==> config.mk <==
export PLATFORM = sky130hd
export DESIGN_NAME = dino_game_ctrl
export DESIGN_NICKNAME = d
export VERILOG_FILES = /design/src/rtl/dino_game_ctrl.sv
export SDC_FILE = /design/constraint.sdc
export NUM_CORES = 1
export LEC_CHECK = 0
export ABC_AREA = 1
export BUFFER_PORTS_ARGS = -buffer_cell sky130_fd_sc_hd__buf_4
export CAP_MARGIN = 20
export CORE_ASPECT_RATIO = 1.1
export CORE_MARGIN = 4
export CORE_UTILIZATION = 49
export DETAILED_ROUTE_END_ITERATION = 10
export PLACE_DENSITY = 0.76
export SLEW_MARGIN = 20
export SYNTH_ARGS = -nofsm -noshare
export SYNTH_HDL_FRONTEND = slang
export SYNTH_SLANG_ARGS = --single-unit
==> constraint.sdc <==
create_clock -name clk -period 2.4 [get_ports clk]
set_input_delay 0.12 -clock clk [delete_from_list [all_inputs] [get_ports clk]]
set_output_delay 0.12 -clock clk [all_outputs]
set_load 0.02 [all_outputs]
==> src/rtl/dino_game_ctrl.sv <==
// dino_game_ctrl: per-frame dino runner controller.
// Once per video frame it advances the jump/duck physics and the score digit.
// It then writes dino Y (reg 1) and score (reg 10) to the renderer register port.
// Optional feature macro: DINO_CTRL_DUCK_EN enables the DUCK pose and duck_btn.
module dino_game_ctrl #(
  parameter int unsigned GROUND_Y  = 100,
  parameter int unsigned JUMP_V0   = 12,
  parameter int unsigned GRAVITY   = 1,
  parameter int unsigned DUCK_DROP = 8,
  parameter int unsigned SCORE_DIV = 6
) (
  input  logic        clk,
  input  logic        reset_n,
  input  logic        frame_start,
  input  logic        jump_btn,
  input  logic        duck_btn,
  input  logic        collision,
  output logic        wr_chipselect,
  output logic        wr_write,
  output logic [8:0]  wr_address,
  output logic [31:0] wr_writedata,
  output logic [7:0]  dino_y,
  output logic [3:0]  score,
  output logic [1:0]  pose,
  output logic        game_over
);

  localparam int unsigned DIV_W     = (SCORE_DIV > 1) ? $clog2(SCORE_DIV) : 1;
  localparam int unsigned Y_W       = 8;
  localparam int unsigned NXT_W     = 10;
  localparam int unsigned ADDR_W    = 9;
  localparam int unsigned DATA_W    = 32;
  localparam logic [ADDR_W-1:0] ADDR_Y     = ADDR_W'(1);
  localparam logic [ADDR_W-1:0] ADDR_SCORE = ADDR_W'(10);

  // Encoding doubles as the exported pose value.
  typedef enum logic [1:0] {
    ST_RUN  = 2'd0,
    ST_JUMP = 2'd1,
    ST_DUCK = 2'd2,
    ST_OVER = 2'd3
  } game_state_e;

  typedef enum logic [1:0] {
    SEQ_IDLE = 2'd0,
    SEQ_W0   = 2'd1,
    SEQ_W1   = 2'd2
  } seq_state_e;

  game_state_e             r_state, w_state_nxt;
  logic [Y_W-1:0]          r_y, w_y_nxt;
  logic signed [Y_W-1:0]   r_vel, w_vel_nxt;
  logic [3:0]              r_score, w_score_nxt;
  logic [DIV_W-1:0]        r_div, w_div_nxt;
  logic                    r_pending, w_pending_nxt;
  logic                    r_jump_q;
  logic                    r_game_over;

  seq_state_e              r_seq, w_seq_nxt;
  logic                    r_cs, w_cs_nxt;
  logic                    r_wr, w_wr_nxt;
  logic [ADDR_W-1:0]       r_addr, w_addr_nxt;
  logic [DATA_W-1:0]       r_data, w_data_nxt;

  logic                    w_rise;
  logic                    w_jump_step;
  logic signed [Y_W-1:0]   w_step_vel;
  logic signed [NXT_W-1:0] w_nxt;
  logic                    w_duck_req;

  assign w_rise      = jump_btn & ~r_jump_q;
  // A jump taken from RUN starts from JUMP_V0 and steps in the same frame.
  assign w_jump_step = (r_state == ST_JUMP) || ((r_state == ST_RUN) && r_pending);
  assign w_step_vel  = (r_state == ST_RUN) ? $signed(Y_W'(JUMP_V0)) : r_vel;
  assign w_nxt       = $signed({2'b00, r_y}) - $signed({{2{w_step_vel[Y_W-1]}}, w_step_vel});

`ifdef DINO_CTRL_DUCK_EN
  assign w_duck_req = duck_btn;
`else
  logic w_unused_duck;
  assign w_unused_duck = duck_btn ^ (DUCK_DROP == 32'd0);
  assign w_duck_req    = 1'b0;
`endif

  assign dino_y        = r_y;
  assign score         = r_score;
  assign pose          = 2'(r_state);
  assign game_over     = r_game_over;
  assign wr_chipselect = r_cs;
  assign wr_write      = r_wr;
  assign wr_address    = r_addr;
  assign wr_writedata  = r_data;

  // Game state, physics, score divider and pending-jump latch.
  always_comb begin
    w_state_nxt   = r_state;
    w_y_nxt       = r_y;
    w_vel_nxt     = r_vel;
    w_score_nxt   = r_score;
    w_div_nxt     = r_div;
    w_pending_nxt = r_pending | w_rise;

    if (r_state == ST_OVER) begin
      w_pending_nxt = 1'b0;
      if (w_rise && !collision) begin
        w_state_nxt = ST_RUN;
        w_y_nxt     = Y_W'(GROUND_Y);
        w_vel_nxt   = '0;
        w_score_nxt = 4'd0;
        w_div_nxt   = '0;
      end
    end else if (collision) begin
      w_state_nxt   = ST_OVER;
      w_pending_nxt = 1'b0;
    end else if (frame_start) begin
      if (r_div == DIV_W'(SCORE_DIV - 1)) begin
        w_div_nxt   = '0;
        w_score_nxt = (r_score == 4'd9) ? 4'd0 : r_score + 4'd1;
      end else begin
        w_div_nxt = r_div + DIV_W'(1);
      end

      if (w_jump_step) begin
        w_pending_nxt = (r_state == ST_RUN) ? 1'b0 : w_pending_nxt;
        w_state_nxt   = ST_JUMP;
        w_vel_nxt     = w_step_vel - $signed(Y_W'(GRAVITY));
        if (w_nxt >= $signed(NXT_W'(GROUND_Y))) begin
          w_y_nxt     = Y_W'(GROUND_Y);
          w_state_nxt = ST_RUN;
        end else if (w_nxt[NXT_W-1]) begin
          w_y_nxt = '0;
        end else begin
          w_y_nxt = w_nxt[Y_W-1:0];
        end
      end else if ((r_state == ST_RUN) && w_duck_req) begin
`ifdef DINO_CTRL_DUCK_EN
        w_state_nxt = ST_DUCK;
        w_y_nxt     = Y_W'(GROUND_Y + DUCK_DROP);
`endif
      end else if ((r_state == ST_DUCK) && !w_duck_req) begin
        w_state_nxt = ST_RUN;
        w_y_nxt     = Y_W'(GROUND_Y);
      end
    end
  end

  // Game registers.
  always_ff @(posedge clk or negedge reset_n) begin
    if (!reset_n) begin
      r_state     <= ST_RUN;
      r_y         <= Y_W'(GROUND_Y);
      r_vel       <= '0;
      r_score     <= 4'd0;
      r_div       <= '0;
      r_pending   <= 1'b0;
      r_jump_q    <= 1'b0;
      r_game_over <= 1'b0;
    end else begin
      r_state     <= w_state_nxt;
      r_y         <= w_y_nxt;
      r_vel       <= w_vel_nxt;
      r_score     <= w_score_nxt;
      r_div       <= w_div_nxt;
      r_pending   <= w_pending_nxt;
      r_jump_q    <= jump_btn;
      r_game_over <= (w_state_nxt == ST_OVER);
    end
  end

  // Two-word write sequencer; a new frame_start restarts at word 0 with fresh values.
  always_comb begin
    w_seq_nxt  = SEQ_IDLE;
    w_cs_nxt   = 1'b0;
    w_wr_nxt   = 1'b0;
    w_addr_nxt = '0;
    w_data_nxt = '0;
    if (frame_start) begin
      w_seq_nxt  = SEQ_W0;
      w_cs_nxt   = 1'b1;
      w_wr_nxt   = 1'b1;
      w_addr_nxt = ADDR_Y;
      w_data_nxt = {24'b0, w_y_nxt};
    end else if (r_seq == SEQ_W0) begin
      w_seq_nxt  = SEQ_W1;
      w_cs_nxt   = 1'b1;
      w_wr_nxt   = 1'b1;
      w_addr_nxt = ADDR_SCORE;
      w_data_nxt = {28'b0, r_score};
    end
  end

  // Sequencer state and registered bus outputs.
  always_ff @(posedge clk or negedge reset_n) begin
    if (!reset_n) begin
      r_seq  <= SEQ_IDLE;
      r_cs   <= 1'b0;
      r_wr   <= 1'b0;
      r_addr <= '0;
      r_data <= '0;
    end else begin
      r_seq  <= w_seq_nxt;
      r_cs   <= w_cs_nxt;
      r_wr   <= w_wr_nxt;
      r_addr <= w_addr_nxt;
      r_data <= w_data_nxt;
    end
  end

endmodule
# After elaboration in Yosys (flattened, before gate mapping)
# Index checks and enable logic that the tools add are counted.
# Widths: inputs -> output; s select.
# totals
wordCells,85
reg_bits,72
inputBits,6
out_inout_bits,58
# op_classes
n_reduce_logical,11
n_bitwise,3
n_eq_ne,9
addsub,4
muxes,45
n_lt_le_gt_ge,1
# ops
cell,count
$mux 8,15
$mux 4,9
$mux 2,8
$mux 3,5
$ge 10x8->1 const B,1
$sub 9x8->10,1
$mux 1,8
$reduce_and 4->1,2
$sub 8x2->8 const B,1
$eq 2x2->1 const B,3
$reduce_bool 2->1,3
$add 4x1->4 const B,1
$eq 2x1->1 const B,2
$eq 4x4->1 const B,1
$ne 2x1->1 const B,2
$add 3x1->3 const B,1
$eq 3x3->1 const B,1
$reduce_and 3->1,1
$logic_and 1x1->1,2
$logic_not 2->1,1
$and 1x1->1,1
$logic_not 1->1,1
$logic_or 1x1->1,1
$not 1->1,1
$or 1x1->1,1

# Longest topological paths before layout
# Gate-level depths: netlist of the first run.
# logic_depth
word_depth,10
depth_mapped,24
mapped_depth_nobuf,24

# Worst setup path after synthesis of the first run
# No wires, ideal clock.
# synth_timing
path_kind,flip-flop to flip-flop
from,reg r_state[0] (netlist: pose[0])
to,reg r_data[5] (netlist: wr_writedata[5])
period_less_slack_ns,2.603
stages_incl_launch_ff,20
required_ns,2.282
slack_ns,-0.203
n_path_buf,0
arrival_time_ns,2.485
cell_sequence,dfrtp_1 > inv_2 > nand2_4 > inv_1 > nor2_1 > inv_1 > ha_1 > inv_1 > nand2_1 > a21oi_1 > a211oi_1 > nand2_1 > nand4_1 > nand2_1 > nor2_2 > nand2_1 > o21ai_1 > nand2_1 > nand2_1 > nor2_1
# synth_via
elab_chain_len,10
elab_cells_between_ends,17
cone_classes,add/sub: 1; order compare: 1; eq/ne: 3; mux: 9; reduce/logical: 3
# synth_rtl
item,line,text
from (decl),50,"game_state_e r_state, w_state_nxt;"
from (signal assigned),159,r_state <= w_state_nxt;
$logic_not 2->1,--,
$mux 8,74,assign w_step_vel = (r_state == ST_RUN) ? $signed(Y_W'(JUMP_V0)) : r_vel;
$sub 9x8->10,75,"assign w_nxt = $signed({2'b00, r_y}) - $signed({{2{w_step_vel[Y_W-1]}}, w_step_vel});"
$ge 10x8->1 or $mux 8 (tied branches),"127, 130",
$mux 8,127,if (w_nxt >= $signed(NXT_W'(GROUND_Y))) begin
$mux 8,123,if (w_jump_step) begin
$mux 8,115,end else if (frame_start) begin
$mux 8,112,end else if (collision) begin
$mux 8 (*),103,if (r_state == ST_OVER) begin
$mux 8 (*),177,if (frame_start) begin
via w_data_nxt[5],63,"logic [DATA_W-1:0] r_data, w_data_nxt;"
to (signal assigned),205,r_data <= w_data_nxt;
to (decl),63,
# The timed path passes the listed nets; every way through them passes the cells marked *.
# A chain may end at the register's enable or synchronous reset.

# Worst setup path in the final report of the first run
# layout_timing
from,reg r_state[0] (netlist: pose[0])
to,reg r_data[0] (netlist: wr_writedata[0])
# layout_via
elab_chain_len,10
elab_cells_between_ends,17
cone_classes,add/sub: 1; order compare: 1; eq/ne: 3; mux: 9; reduce/logical: 3
# layout_rtl
item,line,text
$logic_not 2->1,--,
$mux 8,74,
$sub 9x8->10,75,
$ge 10x8->1 or $mux 8 (tied branches),"127, 130",
$mux 8,127,
$mux 8,123,
$mux 8,115,
$mux 8,112,
$mux 8 (*),103,
via w_y_nxt[0],51,"logic [Y_W-1:0] r_y, w_y_nxt;"
$mux 8 (*),177,
via w_data_nxt[0],63,
# Marked as above.

==> results of run 1 <==
## logic make-up (layout without fill, tap and decap cells)
family	count (synthesis)	count (layout)	share of synthesized area, %
and+or+nand+nor	162	162	26.6
buffers and inverters	89	126	17.0
AOI/OAI and AO/OA	56	56	11.5
DFF	39	39	36.4
adders and majority gates	13	13	6.33
xor gates and xnor gates	6	6	1.95
other	1	30	0.139
## layer usage
layer  share of wire (%)  track usage [%]  up-vias
li1                    -                -     1232
met1                  43             24.3     1158
met2                  51             33.4       45
met3                 4.1             3.78       14
met4                 2.7             8.43        0
met5                   0                0        -
## final cells by class
class | instances | area share (%)
multi-input combinational | 267 | 45.1
tap | 75 | 2.72
sequential | 39 | 28.4
clock buffer | 6 | 2.39
timing repair buffer | 64 | 14.0
clock inverter | 2 | 1.12
inverter | 54 | 6.15
## where the power goes
part           switching (mW)  leakage, nW  internal [mW]
clock network           0.241       0.0618          0.342
registers               0.184        0.488          0.867
logic                    1.81         1.23           1.30
## worst paths after layout
check / start / endpoint / slack (ns)
setup reg to reg: pose[0] / wr_writedata[0] / -0.08
min in group asynchronous: reset_n / wr_writedata[7] / 0.33
hold / removal: frame_start / r_seq[0] / 0.03
max in group asynchronous: reset_n / dino_y[5] / 1.70
hold reg to reg: r_pending / r_pending / 0.47
setup / recovery: pose[0] / wr_writedata[0] / -0.08
## through the flow
stage | worst slack [ns] | hold WS [ns] | std cells
finish | -0.0800 | 0.0290 | 507
CTS | -0.0118 | 0.0202 | 502
detailed placement | -0.105 | 0.118 | 490
floorplan | 0.00287 | -0.176 | 395
global placement | -0.0200 | 0.120 | 490
global route | -0.264 | 0.0230 | 507
## cells in the mapped netlist, types with 2 or more instances
cell type / instances
nand2_1: 85
inv_1: 49
dfrtp_1: 36
buf_4: 33
nor2_1: 33
a21oi_1: 30
nand3_1: 20
ha_1: 12
o21ai_0: 11
nand2_2: 7
inv_2: 5
xor2_1: 5
nand4_1: 4
dfstp_2: 3
nand2_4: 3
nor3_1: 3
o21ai_1: 3
a211oi_1: 2
clkbuf_1: 2
nand3_2: 2
o21bai_1: 2
o31ai_1: 2
## critical path, delay by kind of cell, from the launching register on
family | cells | cell delay, ns
adders and majority gates | 2 | 0.53
buffers and inverters | 4 | 0.34
DFF | 1 | 0.41
and+or+nand+nor | 15 | 1.08
## registers in the layout, indices dropped and copies added, names as in the netlist
signal	cells
dino_y	8
game_over	1
pose	2
r_div	3
r_jump_q	1
r_pending	1
r_seq	1
r_vel	8
score	4
wr_address	1
wr_write	1
wr_writedata	8
## what timing repair did
action,CTS,global route
endpoints found under the hold margin,37,0
buffers inserted,2,6
resized for setup,14,27
pin swaps,12,23
hold buffers,2,0
endpoints found under the setup margin,10,15
==> impl_metrics.yaml, run 1 <==
synth:
  yosys-top-cells-area: "dfrtp_1, nand2_1, buf_4"
  yosysSeqAreaShare_pct: 36.4
  synth_top_area_share_pct: 33.5
  yosysUniqueCellTypes: 36
  synth-main-ff-cell: "dfrtp_1"
  post_synth.cell_area_avg_um2: 7.35
  synthArstFlopShare_pct: 100
  yosys_register_bits: 39
  yosysTopAreaCell: "dfrtp_1"
  yosys_warnings: 0
  synth_edf_count: 0
  syn_area_mm2: 0.00269
  synthCells: 366
place:
  gp_congestion: 0.840
  dp_hpwl_um: 4820
  place_area_mm2: 0.00308
  io_buffers: 32
global_route:
  grt_pass1_vias: 2391
  gr-total-overflow: 0
  grt_max_degree: 40
  grt_pass1_wl_um: 10500
  antenna_found_initial: 0
  grt_use_total_pct: 19.7
cells_and_area:
  multiInputGateArea_mm2: 0.00156
  final_common_cell: "nand2_1"
  utilization_pct: 64.5
  fill_cells: 465
  drive_gt1_share_pct: 31.0
  syn_to_final_growth_pct: 28.5
  most-common-layout-cells: "nand2_1, buf_4, inv_1"
  layout.nets: 450
  n_antenna_cell: 0
  seqCellArea_um2: 982
  fin_area_mm2: 0.00346
die:
  dieArea_mm2: 0.00674
  fp.dieW_um: 78.6
  coreArea_mm2: 0.00536
  rows: 28
  dieHeight_um: 85.7
  initial_utilization_pct: 50.2
  io_pins: 64
timing:
  period_needed_ns: 2.48
  fin_setup_tns_ns: -0.584
  drv_slew: 0
  min_period_over_period_pct: 103
  grt_setup_unrepaired: "yes"
  hold_viol: 0
  setup_violations: 11
  fmax_ghz: 0.403
  skew_ns: 0.00924
  setup_slack_ns: -0.0800
setup_path:
  r2r_cells: 21
  worstSetupStartpointType: "flip-flop"
  required_ns: 2.59
  arrival_ns: 2.67
  cpPeakStageDelay_ns: 0.41
  crit_top_cell: "nand2_1"
  critPathCaptureType: "flip-flop"
  crit_chain: "inv_2 -> nand2_4 -> inv_8 -> nor2_4 -> ha_4 -> fa_2 -> inv_2 -> buf_4 -> nand3_1 -> nand2_1 -> nand2_1 -> nand2_1 -> nand3_2 -> nand2_2 -> nand2_4 -> nand3_1 -> nand2_1 -> nand2_1 -> nand2_2 -> nand2_1 -> nand2_1"
  path_class: "reg2reg"
  cp_max_fo: 6
  slowest_stage: "dfrtp_2"
status:
  violations: "negative setup slack"
  status: "finished, violations left"
drt:
  drcViolationCount: 0
  drt_pass1_iterations: 4
  vias: 2449
  wl_per_cell_um: 12.9
  drtIter0Drc: 134
  antenna_left: 0
  wl_um: 6560
  viasPerCell: 4.83
cts:
  tritoncts: "built"
  htree_num_levels: 2
  clockRootBuffer: "clkbuf_8"
  clock_latency_ns: 0.30
  clock-sinks: 39
  numCtsBuffers: 5
  clk_pin_slew_worst_paths_ns: 0.08
  cts_buffer_depth: 2
pwr:
  leakage_nw: 1.78
  ir_drop_uv: 777
  total_power_mw: 4.74
  power_density_mw_per_mm2: 1370
min_path:
  hold_depth: 1
  hold_class: "in2reg"
job:
  drv_cap: 0
(Power assumes the default switching activity.)
==> run 2: changes to the inputs <==
--- a/config.mk
+++ b/config.mk
@@ -13,6 +13,8 @@
 export CORE_UTILIZATION = 49
 export DETAILED_ROUTE_END_ITERATION = 10
 export PLACE_DENSITY = 0.76
+export RECOVER_POWER = 50
+export REMOVE_ABC_BUFFERS = 1
 export SLEW_MARGIN = 20
 export SYNTH_ARGS = -nofsm -noshare
 export SYNTH_HDL_FRONTEND = slang
==> impl_metrics.yaml, run 2 (same netlist as run 1, synthesis figures left out) <==
status:
  status: "finished, violations left"
  violations: "negative setup slack"
place:
  dp.cells: 501
  gp_congestion: 0.925
  place_area_mm2: 0.00313
  dp_hpwl_um: 5020
  pre_cts_slack_ns: -0.169
  io_buffers: 32
die:
  dieArea_mm2: 0.00674
  fp.dieW_um: 78.6
  coreArea_mm2: 0.00536
  dieHeight_um: 85.7
  rows: 28
  io_pins: 64
  initial_utilization_pct: 50.2
timing:
  fmax_ghz: 0.394
  fin_setup_tns_ns: -0.835
  min_period_over_period_pct: 106
  setup_violations: 12
  setup_slack_ns: -0.136
  drv_slew: 0
  slew_headroom_pct: 36.4
  period_needed_ns: 2.54
  skew_ns: 0.00311
  tightest_slew_ns: 0.955
  hold_viol: 0
  grt_setup_unrepaired: "yes"
cts:
  clk_pin_slew_worst_paths_ns: 0.08
  clock-sinks: 39
  numCtsBuffers: 5
  htree_num_levels: 2
  clockRootBuffer: "clkbuf_8"
  clock_latency_ns: 0.29
  tritoncts: "built"
  cts_buffer_depth: 2
job:
  drv_cap: 0
pwr:
  p_sw_share_pct: 49.0
  p_clk_share_pct: 8.7
  ir_drop_uv: 681
  comb_power_share_pct: 70.6
  p_sw_mw: 2.48
  p_int_mw: 2.58
  power_density_mw_per_mm2: 1420
  seq_power_share_pct: 20.8
  total_power_mw: 5.06
  leakage_nw: 1.82
global_route:
  grt_pass1_vias: 2502
  grt_max_degree: 40
  grt_pass1_wl_um: 11000
  grt_use_total_pct: 20.5
  antenna_found_initial: 0
  gr-total-overflow: 0
min_path:
  hold_class: "in2reg"
  min_from: "frame_start"
drt:
  antenna_left: 0
  drcViolationCount: 0
  drtIter0Drc: 228
  drt_pass1_iterations: 5
  wl_um: 7360
  viasPerCell: 5.03
  vias: 2613
  wl_per_cell_um: 14.1
cells_and_area:
  drive_gt1_share_pct: 32.1
  n_antenna_cell: 0
  layout.nets: 463
  final_common_cell: "nand2_1"
  syn_to_final_growth_pct: 32.3
  fin_area_mm2: 0.00356
  most-common-layout-cells: "nand2_1, buf_4, inv_1"
  final_cells: 520
setup_path:
  cp_max_fo: 6
  cpPeakStageDelay_ns: 0.36
  setup.worst_path.start: "pose[0]"
  slowest_stage: "dfrtp_1"
  crit_chain: "inv_2 -> nand2_4 -> inv_8 -> nor2_4 -> inv_2 -> ha_4 -> inv_2 -> o21bai_1 -> nand2_2 -> nand2_4 -> nand4_1 -> nand2_1 -> xor2_1 -> nand2_2 -> nand2_4 -> nand2_2 -> o21ai_1 -> nand2_1 -> nand2_1 -> nor2_1"
  critPathCaptureType: "flip-flop"
  timing.rr.start: "pose[0]"
  path_class: "reg2reg"
  arrival_ns: 2.72
  path_delay_family: "simple AND/OR/NAND/NOR gates"
  worstSetupStartpointType: "flip-flop"
  path_buf_inv: 4
  required_ns: 2.59
==> run 2: cell types whose count changed in the layout (fill, tap and decap cells not counted), sizes merged <==
cell	change
clkinvlp	+2
clkbuf	+5
bufinv	-1
inv	-1
buf	+7
clkinv	+1
==> run 2: path summary, 6_finish.rpt <==
| check | slack (ns) | cells past startpoint | end |
|---|---|---|---|
| setup / recovery | -0.14 | 20 | wr_writedata[6] |
| hold / removal | 0.04 | 1 | r_seq[0] |
| setup reg to reg | -0.14 | 20 | wr_writedata[6] |
| hold reg to reg | 0.46 | 1 | r_pending |
| max in group asynchronous | 1.29 | 2 | r_vel[2] |
| min in group asynchronous | 0.51 | 2 | wr_writedata[6] |
==> run 2: power groups by stage <==
stage	Sequential, mW	Combinational [mW]	Clock, mW
2_1_floorplan	1.16	1.56	0
3_3_place_gp	1.04	2.62	0
3_5_place_dp	1.04	2.65	0
4_1_cts	1.04	2.86	0.446
5_1_grt	1.09	3.87	0.483
6_report	1.05	3.57	0.439
==> run 2: worst register-to-register path, stage by stage, from the launching register on <==
cell and delay (ns):
dfrtp_1 0.36, inv_2 0.06, nand2_4 0.09, inv_8 0.05, nor2_4 0.09, inv_2 0.06
ha_4 0.26, inv_2 0.03, o21bai_1 0.18, nand2_2 0.11, nand2_4 0.09, nand4_1 0.09
nand2_1 0.09, xor2_1 0.21, nand2_2 0.10, nand2_4 0.11, nand2_2 0.09, o21ai_1 0.16
nand2_1 0.07, nand2_1 0.08, nor2_1 0.05
==> run 2: per-layer routing <==
layer	up-vias	GRT usage, %	part of all wire (%)	wire length [um]
met3	13	3.99	5.1	377
li1	1253	-	-	-
met2	92	37.5	53	3880
met1	1255	23.9	40	2960
met4	0	6.68	1.8	131
met5	-	0	0	0
==> run 2: per-stage QoR <==
stage               util [%]  hold slack, ns
floorplan                  -          -0.176
CTS                     62.6          0.0297
finish                  66.4          0.0351
detailed placement      58.4           0.126
global route            66.4          0.0158
global placement        58.4           0.116
==> run 2: layout make-up <==
cell class                      instances  area (um2)
Sequential cell                        39         980
Timing Repair Buffer                   77         566
Inverter                               54         213
Tap cell                               75        93.8
Clock buffer                            5        68.8
Clock inverter                          3        20.0
Multi-Input combinational cell        267        1620
Fill cell                             462        1800
==> run 2: what timing repair did <==
item                                    in CTS  in global routing
pin swaps                                   10                 17
endpoints found under the hold margin       37                  0
gates cloned                                 0                  0
endpoints found under the setup margin      15                 15
setup buffers                                4                  5
gates resized for setup                     20                 46
hold buffers                                 2                  0
==> run 3: changes to the inputs <==
--- a/config.mk
+++ b/config.mk
@@ -8,7 +8,6 @@
 export ABC_AREA = 1
 export BUFFER_PORTS_ARGS = -buffer_cell sky130_fd_sc_hd__buf_4
 export CAP_MARGIN = 20
-export CORE_ASPECT_RATIO = 1.1
 export CORE_MARGIN = 4
 export CORE_UTILIZATION = 49
 export DETAILED_ROUTE_END_ITERATION = 10
==> impl_metrics.yaml, run 3 (same netlist as run 1, synthesis figures left out) <==
status:
  status: "finished, violations left"
  violations: "negative setup slack"
setup_path:
  r2r-end: "wr_writedata[6]"
  worstSetupStartpointType: "flip-flop"
  crit_top_cell: "nand2_2"
  critPathCaptureType: "flip-flop"
  r2r_cells: 21
  required_ns: 2.58
  timing.rr.start: "pose[0]"
  reg2reg_slack_ns: -0.08
  path_buf_inv: 4
  path_delay_family: "simple AND/OR/NAND/NOR gates"
  slowest_stage: "dfrtp_1"
  cpPeakStageDelay_ns: 0.36
  cp_max_fo: 6
  path_class: "reg2reg"
  arrival_ns: 2.66
  crit_chain: "inv_2 -> nand2_4 -> inv_8 -> nor2_4 -> inv_2 -> ha_4 -> inv_2 -> o21bai_1 -> nand2_2 -> nand2_2 -> nand3_2 -> nand2_2 -> nand2_4 -> nand4_1 -> nand2_1 -> nor2_4 -> nand2_2 -> o21ai_1 -> nand2_1 -> nand2_2 -> nor2_1"
cells_and_area:
  most-common-layout-cells: "nand2_1, buf_4, inv_1"
  syn_to_final_growth_pct: 30.6
  drive_gt1_share_pct: 33.9
  fill_cells: 435
  final_common_cell: "nand2_1"
  layout.nets: 460
  fin_area_mm2: 0.00351
  utilization_pct: 67.5
  n_antenna_cell: 0
  final_cells: 512
cts:
  cts_buffer_depth: 2
  clock-sinks: 39
  numCtsBuffers: 5
  clk_pin_slew_worst_paths_ns: 0.08
  clockRootBuffer: "clkbuf_8"
  clock_latency_ns: 0.29
  tritoncts: "built"
  htree_num_levels: 2
pwr:
  p_int_mw: 2.54
  power_density_mw_per_mm2: 1400
  leakage_nw: 1.80
  p_sw_share_pct: 48.2
  ir_drop_uv: 647
  p_sw_mw: 2.36
  p_clk_share_pct: 9.9
  comb_power_share_pct: 68.9
  seq_power_share_pct: 21.2
die:
  dieHeight_um: 82.1
  dieArea_mm2: 0.00674
  fp.dieW_um: 82.1
  io_pins: 64
  rows: 26
  coreArea_mm2: 0.00520
  initial_utilization_pct: 51.7
drt:
  vias: 2545
  wl_um: 7070
  drt_pass1_iterations: 4
  drtIter0Drc: 150
  antenna_left: 0
  wl_per_cell_um: 13.8
  viasPerCell: 4.97
  drcViolationCount: 0
global_route:
  antenna_found_initial: 0
  gr-total-overflow: 0
  grt_pass1_vias: 2454
  grt_pass1_wl_um: 11300
  grt_use_total_pct: 21.9
  grt_max_degree: 40
place:
  io_buffers: 32
  dp_hpwl_um: 5100
  place_area_mm2: 0.00313
  dp.cells: 496
  gp_congestion: 0.923
min_path:
  min_from: "frame_start"
  hold_end: "r_seq[0]"
  hold_class: "in2reg"
  hold_depth: 1
timing:
  setup_slack_ns: -0.0796
  slew_headroom_pct: 37.1
  tightest_slew_ns: 0.944
  hold-worst-slack_ns: 0.0483
  fmax_ghz: 0.403
  skew_ns: 0.00414
  hold_viol: 0
  period_needed_ns: 2.48
  grt_setup_unrepaired: "yes"
  setup_violations: 8
  min_period_over_period_pct: 103
  drv_slew: 0
job:
  drv_cap: 0
## run 3: final cells by class
cell class / instances / area, um2 / area share (%)
timing repair buffer: 74 / 547 / 15.6
inverter: 54 / 213 / 6.06
multi-input combinational: 267 / 1580 / 45.1
sequential: 39 / 980 / 27.9
tap: 70 / 87.6 / 2.49
clock buffer: 8 / 100 / 2.85
## run 3: per-stage QoR
| stage | power, mW | setup slack, ns | setup TNS, ns |
|---|---|---|---|
| after floorplan | 2.72 | -0.203 | -1.72 |
| after global placement | 3.71 | -0.132 | -1.13 |
| after global routing | 5.31 | -0.233 | -2.29 |
| after detailed placement | 3.76 | -0.213 | -2.18 |
| after CTS | 4.54 | -0.0285 | -0.0793 |
| final | 4.90 | -0.0796 | -0.286 |
## run 3: worst reg2reg max path, delay by kind of cell (launching register included)
kind                       cells  cell delay [ns]
DFF                            1             0.36
and+or+nand+nor               14             1.27
buffers and inverters          4             0.19
AOI/OAI and AO/OA              2             0.29
adders and majority gates      1             0.26
## run 3: what timing repair did
item / in CTS / in global routing
endpoints found under the setup margin: 15 / 15
setup buffers: 4 / 2
gates resized for setup: 27 / 39
hold buffers: 2 / 0
pin swaps: 12 / 20
hold endpoints to repair: 37 / 0
## run 3: worst max path at each step
stage	startpoint	slack, ns	cells past startpoint	to
after floorplan	pose[0]	-0.20	19	wr_writedata[5]
after global placement	pose[0]	-0.13	21	wr_writedata[3]
after detailed placement	pose[0]	-0.21	20	wr_writedata[5]
after CTS	pose[0]	-0.03	21	wr_writedata[5]
after global routing	pose[0]	-0.23	21	wr_writedata[6]
final	pose[0]	-0.08	21	wr_writedata[6]
## run 3: layer usage
metal | track usage (%) | wire, um | vias up | share of wire, %
li1 | - | - | 1254 | -
met1 | 29.4 | 3050 | 1197 | 43
met2 | 37.1 | 3540 | 78 | 50
met3 | 3.18 | 362 | 16 | 5.1
met4 | 5.65 | 112 | 0 | 1.6
met5 | 0 | 0 | - | 0
## run 3: power groups by stage
stage,clock network (mW),registers [mW],logic [mW]
2_1_floorplan,0,1.16,1.56
3_3_place_gp,0,1.03,2.69
3_5_place_dp,0,1.03,2.73
4_1_cts,0.492,1.03,3.02
5_1_grt,0.533,1.07,3.71
6_report,0.484,1.04,3.38
